File: config.mk
export PLATFORM = sky130hd
export DESIGN_NAME = byte_serial_adder_flat
export DESIGN_NICKNAME = d
export VERILOG_FILES = /design/src/rtl/byte_serial_adder_if.sv /design/src/rtl/byte_serial_adder.sv /design/src/flat_wrapper.sv
export SDC_FILE = /design/constraint.sdc
export NUM_CORES = 1
export LEC_CHECK = 0
export BUFFER_PORTS_ARGS = -buffer_cell sky130_fd_sc_hd__buf_4
export CELL_PAD_IN_SITES_DETAIL_PLACEMENT = 1
export CELL_PAD_IN_SITES_GLOBAL_PLACEMENT = 1
export CORE_ASPECT_RATIO = 0.5
export CORE_MARGIN = 5
export CORE_UTILIZATION = 35
export CTS_CLUSTER_DIAMETER = 60
export DETAILED_ROUTE_END_ITERATION = 16
export PLACE_DENSITY = 0.78
export SETUP_SLACK_MARGIN = 0.2
export SLEW_MARGIN = 10
export SYNTH_ARGS = -nofsm -noshare
export SYNTH_HDL_FRONTEND = slang
export SYNTH_SLANG_ARGS = --single-unit
File: constraint.sdc
create_clock -name clock -period 3.4 [get_ports clock]
set_input_delay 0.68 -clock clock [delete_from_list [all_inputs] [get_ports clock]]
set_output_delay 0.68 -clock clock [all_outputs]
set_load 0.005 [all_outputs]
File: src/rtl/byte_serial_adder_if.sv
// rtl/byte_serial_adder_if.sv - request/result bundle between a requester and byte_serial_adder
interface byte_serial_adder_if #(
  parameter int WIDTH = 32
);
  logic             start;
  logic             subtract;
  logic [WIDTH-1:0] source_element_0;
  logic [WIDTH-1:0] source_element_1;
  logic             busy;
  logic             done;
  logic [WIDTH-1:0] result;
  logic             output_carry;
  logic             overflow;

  modport master (
    output start, subtract, source_element_0, source_element_1,
    input  busy, done, result, output_carry, overflow
  );

  modport slave (
    input  start, subtract, source_element_0, source_element_1,
    output busy, done, result, output_carry, overflow
  );
endinterface

File: src/rtl/byte_serial_adder.sv
// rtl/byte_serial_adder.sv - multi-cycle adder/subtractor reusing one 8-bit Kogge-Stone carry network
module carry_8 (
  input  logic [7:0] a,
  input  logic [7:0] b,
  input  logic       carry_in,
  output logic [7:0] bitwise_carry,
  output logic       output_carry
);
  logic [7:0] g0, p0, g1, p1, g2, p2, g3;

  // Carry-in is folded into bit 0's generate so the prefix tree needs no extra column.
  assign p0 = a ^ b;
  assign g0 = (a & b) | {7'd0, p0[0] & carry_in};

  // Three prefix levels, spans 1, 2 and 4; shifting in zeros/ones keeps low bits as pass-through.
  assign g1 = g0 | (p0 & {g0[6:0], 1'b0});
  assign p1 = p0 & {p0[6:0], 1'b1};
  assign g2 = g1 | (p1 & {g1[5:0], 2'b00});
  assign p2 = p1 & {p1[5:0], 2'b11};
  assign g3 = g2 | (p2 & {g2[3:0], 4'b0000});

  // g3[i] is the carry out of bit i, so the carry into bit i is g3[i-1].
  assign bitwise_carry = {g3[6:0], carry_in};
  assign output_carry  = g3[7];
endmodule

module byte_serial_adder #(
  parameter int WIDTH = 32
) (
  input  logic             clock,
  input  logic             reset_n,
  byte_serial_adder_if.slave bus
);
  localparam int NUM_BYTES = WIDTH / 8;
  localparam int IDX_W     = (NUM_BYTES > 1) ? $clog2(NUM_BYTES) : 1;

  typedef enum logic [1:0] {IDLE, RUN, DONE} state_t;

  state_t           state_q, state_d;
  logic [WIDTH-1:0] op_a_q, op_a_d;
  logic [WIDTH-1:0] op_b_q, op_b_d;
  logic [WIDTH-1:0] result_q, result_d;
  logic             carry_q, carry_d;
  logic             out_carry_q, out_carry_d;
  logic             overflow_q, overflow_d;
  logic [IDX_W-1:0] byte_index_q, byte_index_d;

  logic [7:0]       a_byte, b_byte, bitwise_carry, byte_sum;
  logic             net_carry;

  // Select the operand byte currently being processed.
  always_comb begin
    a_byte = '0;
    b_byte = '0;
    for (int i = 0; i < NUM_BYTES; i++) begin
      if (byte_index_q == IDX_W'(i)) begin
        a_byte = op_a_q[8*i +: 8];
        b_byte = op_b_q[8*i +: 8];
      end
    end
  end

  carry_8 u_carry_8 (
    .a             (a_byte),
    .b             (b_byte),
    .carry_in      (carry_q),
    .bitwise_carry (bitwise_carry),
    .output_carry  (net_carry)
  );

  assign byte_sum = a_byte ^ b_byte ^ bitwise_carry;

  // Next-state and datapath updates: accept in IDLE/DONE, one byte per RUN cycle.
  always_comb begin
    state_d      = state_q;
    op_a_d       = op_a_q;
    op_b_d       = op_b_q;
    result_d     = result_q;
    carry_d      = carry_q;
    out_carry_d  = out_carry_q;
    overflow_d   = overflow_q;
    byte_index_d = byte_index_q;
    case (state_q)
      IDLE, DONE: begin
        if (bus.start) begin
          op_a_d       = bus.source_element_0;
          op_b_d       = bus.subtract ? ~bus.source_element_1 : bus.source_element_1;
          carry_d      = bus.subtract;
          byte_index_d = '0;
          result_d     = '0;
          out_carry_d  = 1'b0;
          overflow_d   = 1'b0;
          state_d      = RUN;
        end else if (state_q == DONE) begin
          state_d = IDLE;
        end
      end
      RUN: begin
        for (int i = 0; i < NUM_BYTES; i++) begin
          if (byte_index_q == IDX_W'(i)) begin
            result_d[8*i +: 8] = byte_sum;
          end
        end
        carry_d      = net_carry;
        byte_index_d = byte_index_q + IDX_W'(1);
        if (byte_index_q == IDX_W'(NUM_BYTES - 1)) begin
          out_carry_d = net_carry;
          overflow_d  = bitwise_carry[7] ^ net_carry;
          state_d     = DONE;
        end
      end
      default: state_d = IDLE;
    endcase
  end

  // State and datapath registers with synchronous active-low reset.
  always_ff @(posedge clock) begin
    if (!reset_n) begin
      state_q      <= IDLE;
      op_a_q       <= '0;
      op_b_q       <= '0;
      result_q     <= '0;
      carry_q      <= 1'b0;
      out_carry_q  <= 1'b0;
      overflow_q   <= 1'b0;
      byte_index_q <= '0;
    end else begin
      state_q      <= state_d;
      op_a_q       <= op_a_d;
      op_b_q       <= op_b_d;
      result_q     <= result_d;
      carry_q      <= carry_d;
      out_carry_q  <= out_carry_d;
      overflow_q   <= overflow_d;
      byte_index_q <= byte_index_d;
    end
  end

  assign bus.busy         = (state_q == RUN);
  assign bus.done         = (state_q == DONE);
  assign bus.result       = result_q;
  assign bus.output_carry = out_carry_q;
  assign bus.overflow     = overflow_q;
endmodule
File: src/flat_wrapper.sv
// flat-port wrapper written by rule: the top's interface ports become plain ports
module byte_serial_adder_flat 
#(
  parameter int WIDTH = 32
)
  (clock, reset_n, bus_start, bus_subtract, bus_source_element_0, bus_source_element_1, bus_busy, bus_done, bus_result, bus_output_carry, bus_overflow);
  byte_serial_adder_if #(.WIDTH(WIDTH)) bus_i ();
  input  logic clock;
  input  logic reset_n;
  input wire logic [$bits(bus_i.start)-1:0] bus_start;
  input wire logic [$bits(bus_i.subtract)-1:0] bus_subtract;
  input wire logic [$bits(bus_i.source_element_0)-1:0] bus_source_element_0;
  input wire logic [$bits(bus_i.source_element_1)-1:0] bus_source_element_1;
  output wire logic [$bits(bus_i.busy)-1:0] bus_busy;
  output wire logic [$bits(bus_i.done)-1:0] bus_done;
  output wire logic [$bits(bus_i.result)-1:0] bus_result;
  output wire logic [$bits(bus_i.output_carry)-1:0] bus_output_carry;
  output wire logic [$bits(bus_i.overflow)-1:0] bus_overflow;
  assign bus_i.start = bus_start;
  assign bus_i.subtract = bus_subtract;
  assign bus_i.source_element_0 = bus_source_element_0;
  assign bus_i.source_element_1 = bus_source_element_1;
  assign bus_busy = bus_i.busy;
  assign bus_done = bus_i.done;
  assign bus_result = bus_i.result;
  assign bus_output_carry = bus_i.output_carry;
  assign bus_overflow = bus_i.overflow;
  byte_serial_adder #(.WIDTH(WIDTH)) u_core (.clock(clock), .reset_n(reset_n), .bus(bus_i));
endmodule
==> summary.md <==
| Metric | Value |
|---|---|
| Count of state elements after synthesis | 103 |
| Portion of synthesized cell area occupied by the leading cell type | 0.4057 |
| Number of synthesized flops with an enable pin | 0 |
| Die width | 180.4 um |
| Final net count | around 770 |
| Filler instances | 1,717 |
| Clock transition at the registers of the reported paths | about 0.070 ns |
| Core Area | 14,350 um2 |
| GR peak layer | met2 |
| Post-Syn Area per Cell | 8.359 um2 |
| Master cell of the clock root buffer | clkbuf_16 |
| Max-capacitance violation count | 0 |
| Proportion of register bits with asynchronous set or reset after synthesis | 0 |
| Number of global-route vias before repair | 4,517 |
| Met2 track utilization from global routing | 0.2700 |
| Total I/O pin count | 104 |
| Met1 usage | 0.2208 |
| Via density | 5.085 |
| Critical path start-end classification | flop to flop |
| Tightest Hold Check Type | flop to flop |
| Max IR drop VDD | 300.2 uV |
| WP data arrival | 3.28 ns |
| Number of antenna violations at the first check in global routing | 0 |
| Final sum of negative setup slack | 0 ns |
| Clock Sink Count | a little over 100 |
| Maximum number of pins on one net before global-route repair | 99 |
| Total routed wirelength | 14,210 um |
| Number of cells after detailed placement | between 800 and 900 |
| Req. time, crit path | 3.67 ns |
| Least-Margin Pin Slew | about 1.1 ns |
| Cell Area, Synth | 5082 um2 |
| Final Non-Filler Cells | 887 |
| Die span in y | 95.21 um |
| Sort of element at the end of the critical path | flop |
| Number of DRC violations after detailed-routing iteration 0 | 311 |
| Rel. slew slack | 0.2689 |
| Most common library cell in the layout ignoring fill and taps | nand2_1 |
| Biggest area consumer among synthesized cells | dfxtp_1 |
| Routed length per placed instance | 16.01 um |
| Fmax | 332.5 MHz |
| Final worst-path cycle share | 0.8846 |
| Worst hold margin | about 0.46 ns |
| Total gr overflow | 0 |
| Share of final-layout standard cells stronger than drive strength 1 | 0.2119 |
| Dominant synthesized flop cell | dfxtp_1 |
| Pwr/cell area | 456.1 nW/um2 |
| TritonCTS clock tree | yes |
| Synth cell types | 40 |
| Number of max-slew violations in the final report | 0 |
| Synth-to-Final Area Change | 24.15% |
| Global-route wire length before repair | between 20,000 and 25,000 um |
| TritonCTS buffer count | 9 |
| Diodes inserted | 0 |
| Highest fanout seen on the critical path | 10 |
| Number of nets produced by synthesis | just under 700 |
| Iteration count of the initial detailed-routing pass | 5 |
| Main area contributors after synthesis | dfxtp_1 41%, nand2_1 11%, o211a_1 6.5% |
| Port Buffer Count | 103 |
| Half-perimeter wire length after placement | 10,540 um |
| Mapped Cells | between 600 and 700 |
| Result of the run | finished, final reports clean |
| Number of hold violations in the final report | 0 |
| H-tree levels | 3 |
| All-Layer GR Usage | 0.1631 |
| Maximum buffer depth of the clock tree | 2 |
| Worst setup SP type | flop |
| Synth Warn # | 0 |
| Clock Skews | ~0.0067 ns |
| Number of hold buffers added after cts | 0 |
| Count of standard-cell rows | 31 |
| Clock network latency to the later pin of the worst-skew pair | 0.35 ns |
| Routability-driven placement congestion ratio | 0.7999 |
| Starting density of the core | 0.3541 |
| Final setup viols | 0 |
| Remaining routing DRC violations | 0 |
| Final period demand of the worst path | 3.008 ns |
| Met3 track demand over resource | 0.04002 |
| Routed Antenna Nets | 0 |
| Vias post-DR | 4,510 |
| RSZ-0062 raised after global routing | no |
| Overall die area | 17,180 um2 |
| Share of synthesized area occupied by flip-flops and latches | 0.4057 |
| Highest-count cells in the layout ignoring fill and taps | 146 x nand2_1, 111 x buf_4, 102 x dfxtp_1 |
| Leakage | 0.002739 uW |
## routing by layer
layer | vias to the layer above | wire length (um)
li1 | 2242 | -
met1 | 2172 | 7027
met2 | 84 | 6391
met3 | 12 | 653
met4 | 0 | 133
met5 | - | 0
## stage by stage
stage | area [um2] | setup WS, ns | power (uW) | util
after CTS | 6272 | 0.2045 | 2899 | 0.4371
after detailed placement | 5974 | 0.2199 | 1850 | 0.4163
after global routing | 6310 | 0.2038 | 3014 | 0.4397
final | 6310 | 0.3925 | 2878 | 0.4397
after global placement | 5974 | 0.3582 | 1836 | 0.4163
after floorplan | 5082 | 0.5256 | 1668 | -
## repair_timing
action,CTS,global route
gates resized for setup,0,10
setup endpoints to repair,0,23
buffers inserted,0,0
## layout make-up
type                    instances  area, um2  area share
clock inverters                 6      68.82     0.01091
repair buffers                112      853.3      0.1352
well taps                     198      247.7     0.03926
flip-flops and latches        103       2063      0.3270
inverters                       7      26.28    0.004164
clock buffers                  10      229.0     0.03629
multi-input cells             451       2821      0.4472
## worst max-delay path, stage by stage, from the launching register on
cell and delay (ns):
dfxtp_1 0.38, inv_1 0.10, ha_2 0.25, nand3b_1 0.10
a21oi_1 0.07, a21oi_1 0.13, nor2_1 0.06, a21oi_1 0.17
fa_1 0.23, inv_1 0.06, fa_1 0.40, a21o_1 0.22
a21oi_4 0.20, xnor2_1 0.14, nand3_1 0.17, o21ai_0 0.24
## logic make-up after synthesis
family	after synthesis	synth area share
multiplexers	4	0.007878
AND/OR/NAND/NOR	236	0.2149
adder cells (fa/ha/maj)	13	0.03496
buffers and inverters	54	0.04825
flip-flops	103	0.4057
AO/OA/AOI/OAI	161	0.2245
XOR/XNOR	37	0.06376
## state kept, by name, summed over array words and instances, names as in the netlist
signal / count
u_core.bus.result: 32
u_core.bus.overflow: 1
u_core.bus.output_carry: 1
u_core.byte_index_q: 2
u_core.op_a_q: 32
u_core.op_b_q: 32
u_core.state_q: 2
u_core.carry_q: 1
## power by group
group / switching, uW / total, uW / internal, uW
combinational: 280 / 509 / 229
clock: 472 / 1050 / 577
sequential: 43.8 / 1320 / 1280
total: 795 / 2880 / 2080
## synth_stat cells (all sizes together), types with 3 or more instances
master  instances
inv             7
ha             11
a21boi         36
dfxtp         103
buf            26
nand2         146
nor2b          10
and2           11
o21ai          38
clkbuf         21
nand3          22
xnor2          36
nand4          13
a21oi          39
nand3b         16
nor2           13
o311ai          7
o211a          33
mux2i           4
nand2b          3
## path summary, 6_finish.rpt
| path | endpoint | depth (start not counted) | start | slack (ns) |
|---|---|---|---|---|
| setup / recovery | u_core.bus.result[12] | 15 | u_core.byte_index_q[1] | 0.39 |
| hold / removal | u_core.op_a_q[29] | 2 | u_core.op_a_q[29] | 0.46 |
| setup reg to reg | u_core.bus.result[12] | 15 | u_core.byte_index_q[1] | 0.39 |
| hold reg to reg | u_core.op_a_q[29] | 2 | u_core.op_a_q[29] | 0.46 |
No activity file was read; power rests on OpenSTA's default activity.
